--- src/rtl/uart_rx.sv ---
// Memory-mapped 8N1 UART receiver: 2-flop synchronized rx, mid-bit sampling FSM, small receive FIFO.
// Optional `define UART_RX_IRQ_EN adds a registered irq output.
module uart_rx #(
  parameter logic [2:0] DEVICE_ADDRESS = 3'b100,
  parameter int         CLKS_PER_BIT   = 87,
  parameter int         FIFO_DEPTH     = 4
) (
  input  logic        clk,
  input  logic        rst,
  input  logic [2:0]  device_select,
  input  logic [15:0] mmio_addr,
  input  logic [7:0]  mmio_data_in,
  input  logic        mmio_wr,
  input  logic        mmio_rd,
  input  logic        rx,
  output logic [7:0]  mmio_data_out
`ifdef UART_RX_IRQ_EN
  ,
  output logic        irq
`endif
);

  localparam int AW = $clog2(FIFO_DEPTH);
  localparam int CW = AW + 1;
  localparam logic [15:0] HALF_CNT = 16'(CLKS_PER_BIT / 2 - 1);
  localparam logic [15:0] FULL_CNT = 16'(CLKS_PER_BIT - 1);

  localparam logic [1:0] IDLE  = 2'd0;
  localparam logic [1:0] START = 2'd1;
  localparam logic [1:0] DATA  = 2'd2;
  localparam logic [1:0] STOP  = 2'd3;

  logic          rx_s1, rx_s2, rx_prev;
  logic [1:0]    state;
  logic [15:0]   cnt;
  logic [2:0]    bit_cnt;
  logic [7:0]    shreg;
  logic [1:0]    cr;
  logic          ovr, ferr;
  logic [7:0]    mem [FIFO_DEPTH];
  logic [AW-1:0] wptr, rptr;
  logic [CW-1:0] count;

  logic sel, rd_cr, rd_sr, rd_di, wr_cr;
  logic tick, empty, full;
  logic push_req, ferr_set, push, pop, ovr_set;
  logic unused_wr_bits;

  assign unused_wr_bits = ^mmio_data_in[7:2];

  // Synchronizer idles high so reset never looks like a start edge.
  always_ff @(posedge clk or posedge rst) begin
    if (rst) begin
      rx_s1   <= 1'b1;
      rx_s2   <= 1'b1;
      rx_prev <= 1'b1;
    end else begin
      rx_s1   <= rx;
      rx_s2   <= rx_s1;
      rx_prev <= rx_s2;
    end
  end

  assign sel   = (device_select == DEVICE_ADDRESS);
  assign rd_cr = sel && mmio_rd && (mmio_addr == 16'h0000);
  assign rd_sr = sel && mmio_rd && (mmio_addr == 16'h0001);
  assign rd_di = sel && mmio_rd && (mmio_addr == 16'h0004);
  assign wr_cr = sel && mmio_wr && (mmio_addr == 16'h0000);

  assign tick     = (cnt == 16'd0);
  assign empty    = (count == '0);
  assign full     = (count == CW'(FIFO_DEPTH));
  assign push_req = cr[0] && (state == STOP) && tick && rx_s2;
  assign ferr_set = cr[0] && (state == STOP) && tick && !rx_s2;
  assign pop      = rd_di && !empty;
  // A same-cycle pop frees the slot, so a full FIFO still accepts the push.
  assign push     = push_req && (!full || pop);
  assign ovr_set  = push_req && full && !pop;

  always_ff @(posedge clk or posedge rst) begin
    if (rst) begin
      state   <= IDLE;
      cnt     <= '0;
      bit_cnt <= '0;
      shreg   <= '0;
    end else if (!cr[0]) begin
      state <= IDLE;
    end else begin
      case (state)
        IDLE: if (rx_prev && !rx_s2) begin
          state <= START;
          cnt   <= HALF_CNT;
        end
        START: if (tick) begin
          if (!rx_s2) begin
            state   <= DATA;
            bit_cnt <= '0;
            cnt     <= FULL_CNT;
          end else begin
            state <= IDLE;
          end
        end else begin
          cnt <= cnt - 16'd1;
        end
        DATA: if (tick) begin
          shreg[bit_cnt] <= rx_s2;
          bit_cnt        <= bit_cnt + 3'd1;
          cnt            <= FULL_CNT;
          if (bit_cnt == 3'd7) state <= STOP;
        end else begin
          cnt <= cnt - 16'd1;
        end
        default: if (tick) state <= IDLE;
                 else      cnt   <= cnt - 16'd1;
      endcase
    end
  end

  always_ff @(posedge clk) begin
    if (push) mem[wptr] <= shreg;
  end

  always_ff @(posedge clk or posedge rst) begin
    if (rst) begin
      wptr  <= '0;
      rptr  <= '0;
      count <= '0;
    end else begin
      if (push) wptr <= wptr + 1'b1;
      if (pop)  rptr <= rptr + 1'b1;
      count <= count + CW'(push) - CW'(pop);
    end
  end

  // Sticky flags: a set in the same cycle as an SR read wins over the clear.
  always_ff @(posedge clk or posedge rst) begin
    if (rst) begin
      ovr  <= 1'b0;
      ferr <= 1'b0;
      cr   <= 2'b00;
    end else begin
      ovr  <= (ovr  && !rd_sr) || ovr_set;
      ferr <= (ferr && !rd_sr) || ferr_set;
      if (wr_cr) cr <= mmio_data_in[1:0];
    end
  end

  always_ff @(posedge clk or posedge rst) begin
    if (rst) begin
      mmio_data_out <= 8'h00;
    end else if (rd_cr) begin
      mmio_data_out <= {6'b0, cr};
    end else if (rd_sr) begin
      mmio_data_out <= {4'b0, ferr, ovr, full, !empty};
    end else if (rd_di) begin
      mmio_data_out <= empty ? 8'h00 : mem[rptr];
    end
  end

`ifdef UART_RX_IRQ_EN
  always_ff @(posedge clk or posedge rst) begin
    if (rst) irq <= 1'b0;
    else     irq <= cr[1] && (!empty || ovr || ferr);
  end
`endif

endmodule
--- config.mk ---
export PLATFORM = sky130hd
export DESIGN_NAME = uart_rx
export DESIGN_NICKNAME = d
export VERILOG_FILES = /design/src/rtl/uart_rx.sv
export SDC_FILE = /design/constraint.sdc
export NUM_CORES = 1
export LEC_CHECK = 0
export CAP_MARGIN = 20
export CORE_MARGIN = 5
export CORE_UTILIZATION = 62
export DETAILED_ROUTE_END_ITERATION = 8
export PLACE_DENSITY = 0.82
export SETUP_SLACK_MARGIN = 0.5
export SYNTH_ARGS = -nofsm -noshare
export SYNTH_HDL_FRONTEND = slang
export SYNTH_SLANG_ARGS = --single-unit
--- constraint.sdc ---
create_clock -name clk -period 4.3 [get_ports clk]
set_clock_uncertainty 0.2 [all_clocks]
set_input_delay 0.86 -clock clk [delete_from_list [all_inputs] [get_ports clk]]
set_output_delay 0.86 -clock clk [all_outputs]
set_load 0.02 [all_outputs]
== Word level (Yosys, flattened, before mapping) ==
Memory sizes are Yosys's and may differ from the RTL's.
Index checks and enable logic that the tools add are counted.
Cells by class
  $add $sub $neg: 6
  multipliers: 0
  div/mod/pow operators: 0
  magnitude comparators: 2
  equality and inequality tests: 19
  shifts and indexed selects: 0
  muxes and demuxes: 27
  bitwise logic cells: 0
  reduce and logical (&&, ||, !) cells: 36
Operator list (count)
  $mux 16: 5
  $pmux 16 s3: 1
  $logic_not 16->1: 2
  $mux 8: 4
  $logic_and 1x1->1: 18
  $eq 16x1->1 const B: 1
  $eq 16x3->1 const B: 1
  $sub 16x1->16 const B: 1
  $ne 3x3->1 const B: 5
  $mux 2: 7
  $reduce_and 5->1: 2
  $eq 3x3->1 const B: 3
  $mux 3: 3
  $bwmux 8: 1
  $ne 2x2->1 const B: 4
  $pmux 2 s3: 1
  $pmux 3 s2: 1
  $logic_not 1->1: 5
  $add 2x1->2 const B: 2
  $eq 2x2->1 const B: 2
  $lt 3x4->1 const B: 1
  $ne 4x1->1 const B: 1
  $reduce_and 4->1: 1
  $add 3x1->3: 1
  other kinds (13): 17
Word-level totals
  register bits after elaboration: 51
  bits in latches: 0
  memory bits (writable): 32
  memory bits (read-only): 0
  input bits: 32
  output and inout bits: 8
  logic and storage cells: 105
  memories kept: 1
Memories
  mem: depth 4, bits a word 8, rd ports 1, clocked after Yosys merged registers in 0, write ports 1, line 40  | logic [7:0] mem [FIFO_DEPTH];

== Longest topological paths before layout ==
  word-level depth: 8
  mapped depth: 11
  gate-level depth less buffers: 11

== Least setup slack after synthesis ==
No wires, ideal clock.
  path type: in2reg
  from: input mmio_addr[7]
  to: register count[2]
  setup time: 123 ps
  arrival: 3004 ps
  data required time: 3977 ps
  slack: 973 ps
  stages: 10
  buffers on the path: 1
  cell sequence: nor4_1 and3_1 nand4_1 or3_1 clkbuf_1 a32o_1 ha_1 fa_1 xnor2_1 xnor2_1
Between the ends
  longest elaborated chain between the ends: 7
Ends and longest elaborated chain
  start, declared: line 11  | input logic [15:0] mmio_addr,
  $eq 16x3->1 (*): line 67  | assign rd_di = sel && mmio_rd && (mmio_addr == 16'h0004);
  $logic_and 1x1->1 (*): line 67
  $logic_and 1x1->1 (*): line 75  | assign pop = rd_di && !empty;
  $logic_or 1x1->1: line 77  | assign push = push_req && (!full || pop);
  $logic_and 1x1->1: line 77
  $add 3x1->3: line 131  | count <= count + CW'(push) - CW'(pop);
  $sub 3x1->3 (*): line 131
  end signal, assigned: line 131
  end, declared: line 42  | logic [CW-1:0] count;
Every way passes the cells marked *; elsewhere a longest branch is shown, timed or not.
A chain may end at the register's enable or synchronous reset.

== Worst setup path after layout ==
Same ends and word-level chain as after synthesis.

==> results.cfg <==
[outcome]
status = finished clean

[global_routing]
first_global_vias = 3018
grt.overflow.total = 0
grt_max_degree = 52
track_usage_pct = 22.7
grt_first_pass_wirelength_mm = 14.9
antenna_found_initial = 0

[worst_hold_path]
hold_path_startpoint = rx_s1$_DFF_PP1_
min_path_type = reg -> reg

[critical_path]
r2r_cells = 11
reg2reg_to = count[2]$_DFF_PP0_
critPathLaunch = mmio_addr[7]
r2r_setup_slack_ps = 1030
critPathCaptureType = register
cp.required_ps = 4380
path_cells = clkdlybuf4s50_1 -> nor4_1 -> and3_1 -> nand4_1 -> or3_4 -> a32o_1 -> ha_1 -> fa_1 -> xnor2_1 -> xnor2_1
arrival_ps = 3630
worst_path_max_delay_cell = or3_4
crit_path_end = count[2]$_DFF_PP0_
max_stage_delay_ps = 480
worstPathMaxFanout = 7
startpoint_type = input port
reg2reg_from = cnt[0]$_DFFE_PP0P_
cp_common_cell = xnor2_1
worst-setup-path-type = in -> reg

[power_and_ir_drop]
finalPower_mw = 2.53
peakVddDrop_mv = 0.462
cellPowerDensity_nw_per_um2 = 526
power.leakage_nw = 1.90

[sta]
maxSlewViolCount = 0
worst_hold_slack_ps = 159
tightest_slew_ps = 1050
fin_crit_sh_pct = 82.5
max_slew_margin_pct = 29.9
fin_crit_ps = 3550
rsz0062_at_grt = no
hold_viol = 0
fmax_mhz = 282
timing.setup.tns_ps = 0
setup_viol = 0

[layout]
layout-drive-gt1-share_pct = 14.2
antenna_cells = 0
fin_cells = 467
final_common_cell = dfrtp_1
layout_common_cells = dfrtp_1 (48), clkdlybuf4s50_1 (33), edfxtp_1 (32)
fin_nets = 428
fillers = 444
area_delta_synth_final_pct = 15.1

[place]
io_buffer_count = 33
gp_congestion = 0.828
hpwl_mm = 6.30
place_inst = 450

[synthesis]
seq_area_frac_synth_pct = 53.7
synth_top_flop_cell = dfrtp_1
synthCells = 348
synth_seq_cells = 83
syn_area_per_cell_sq_um = 12.0
syn-cell-area_sq_um = 4180
yosysTopAreaCellShare_pct = 28.8
synth_nets = 394
yosys-top-cells-area = dfrtp_1 (29%), edfxtp_1 (23%), mux4_2 (4.3%)
synth_edf_count = 32
ys_warn_count = 0
ys_types = 63
async_reset_ff_share_pct = 61.4
yosysTopAreaCell = dfrtp_1

[detailed_routing]
wire_per_inst_microns = 19.0
remaining_drc_errors = 0
antenna_left = 0
drt-initial-drc-count = 185
firstDrtPassIters = 4
drt_wl_total_mm = 8.88
vias = 2942
viasPerCell = 6.30

[floorplanning]
core-area_sq_um = 6680
start_util_pct = 62.5
die_h_microns = 92.1
dieWidth_microns = 92.1
die-area_sq_um = 8480
io-pin-count = 40
num_rows = 30

[clocking]
clk-insertion-delay-late_ps = 350
clkSinkCount = 83
ctsHoldBuffers = 0
cts_tree = built
clk_pin_slew_worst_paths_ps = 90
cts_root_buffer = clkbuf_8
cts.path.max_buffers = 2
htreeDepth = 3
postCtsSetupRepairBufs = 0
cts_buffers = 9

[flow_run]
maxCapViolCount = 0
==> report_power, final <==
part	switching, mW	total, mW	internal [mW]
sequential	0.135	1.05	0.916
clock	0.307	0.592	0.284
combinational	0.541	0.885	0.344
==> kinds of logic after synthesis <==
logic type	after synthesis	synth area share, %
buf+inv	27	2.55
flops	83	53.7
compound gates	72	12.8
xor+xnor	8	1.68
mux	18	7.01
simple gates	126	18.0
fa+ha+maj	14	4.37
==> metal layers <==
metal / vias up / GRT usage (%) / routed length, microns
met5: - / 0 / 0
met4: 0 / 8.91 / 214
met3: 17 / 4.51 / 450
met2: 83 / 37.7 / 4390
met1: 1461 / 29.4 / 3820
li1: 1381 / - / -
==> worst min path at each step <==
stage	to	cells after the start
floorplan	rx_s2$_DFF_PP1_	0
global placement	rx_s2$_DFF_PP1_	0
detailed placement	rx_s2$_DFF_PP1_	0
CTS	rx_s2$_DFF_PP1_	0
global route	rx_s2$_DFF_PP1_	0
finish	rx_s2$_DFF_PP1_	0
==> layout make-up <==
class                           instances  area (sq um)  share of cell area, %
Multi-Input combinational cell        238          1840                   38.3
Sequential cell                        83          2240                   46.6
Timing Repair Buffer                   34           350                   7.29
Clock buffer                            9           124                   2.58
Clock inverter                          7          92.6                   1.93
Inverter                               16          60.1                   1.25
Tap cell                               80           100                   2.08
==> flip-flops by register name, summed over array words and instances, names as in the netlist <==
signal and cells:
rx_prev 1, rx_s1 1, shreg 8, cnt 16, ferr 1, wptr 2, rptr 2, state 2
bit_cnt 3, ovr 1, rx_s2 1, count 3, mem 32, mmio_data_out 8, cr 2
==> timing repair <==
action                                  4_1_cts  5_1_grt
endpoints found under the setup margin        0        1
endpoints found under the hold margin         0        0
gates resized for setup                       0        2
==> worst max-delay path: cells and delay by family <==
family          cells  cell delay [ps]
compound gates      1              240
xor+xnor            2              320
fa+ha+maj           2              590
buf+inv             1              400
simple gates        4             1220
==> per-stage QoR <==
stage / setup slack, ps / utilization [%] / area [sq um]
finish: 751 / 72.0 / 4810
global route: 570 / 72.0 / 4810
CTS: 582 / 71.5 / 4780
detailed placement: 221 / 68.3 / 4560
global placement: 400 / 68.3 / 4560
floorplan: 973 / - / 4180
==> synthesized netlist by cell type (5+ instances only) <==
cell,n
dfrtp_1,48
edfxtp_1,32
nand2_1,23
nor2_1,23
inv_1,15
o21ai_0,15
ha_1,13
a21oi_1,12
nor3_1,10
mux4_2,8
nand3_1,8
and2_1,7
clkbuf_1,7
mux2_1,7
nand4_1,7
nor2b_1,6
o31ai_1,6
or3_1,6
xnor2_1,6
a22o_1,5
nand2b_1,5
nor4_1,5
No activity file was read; power rests on OpenSTA's default activity.
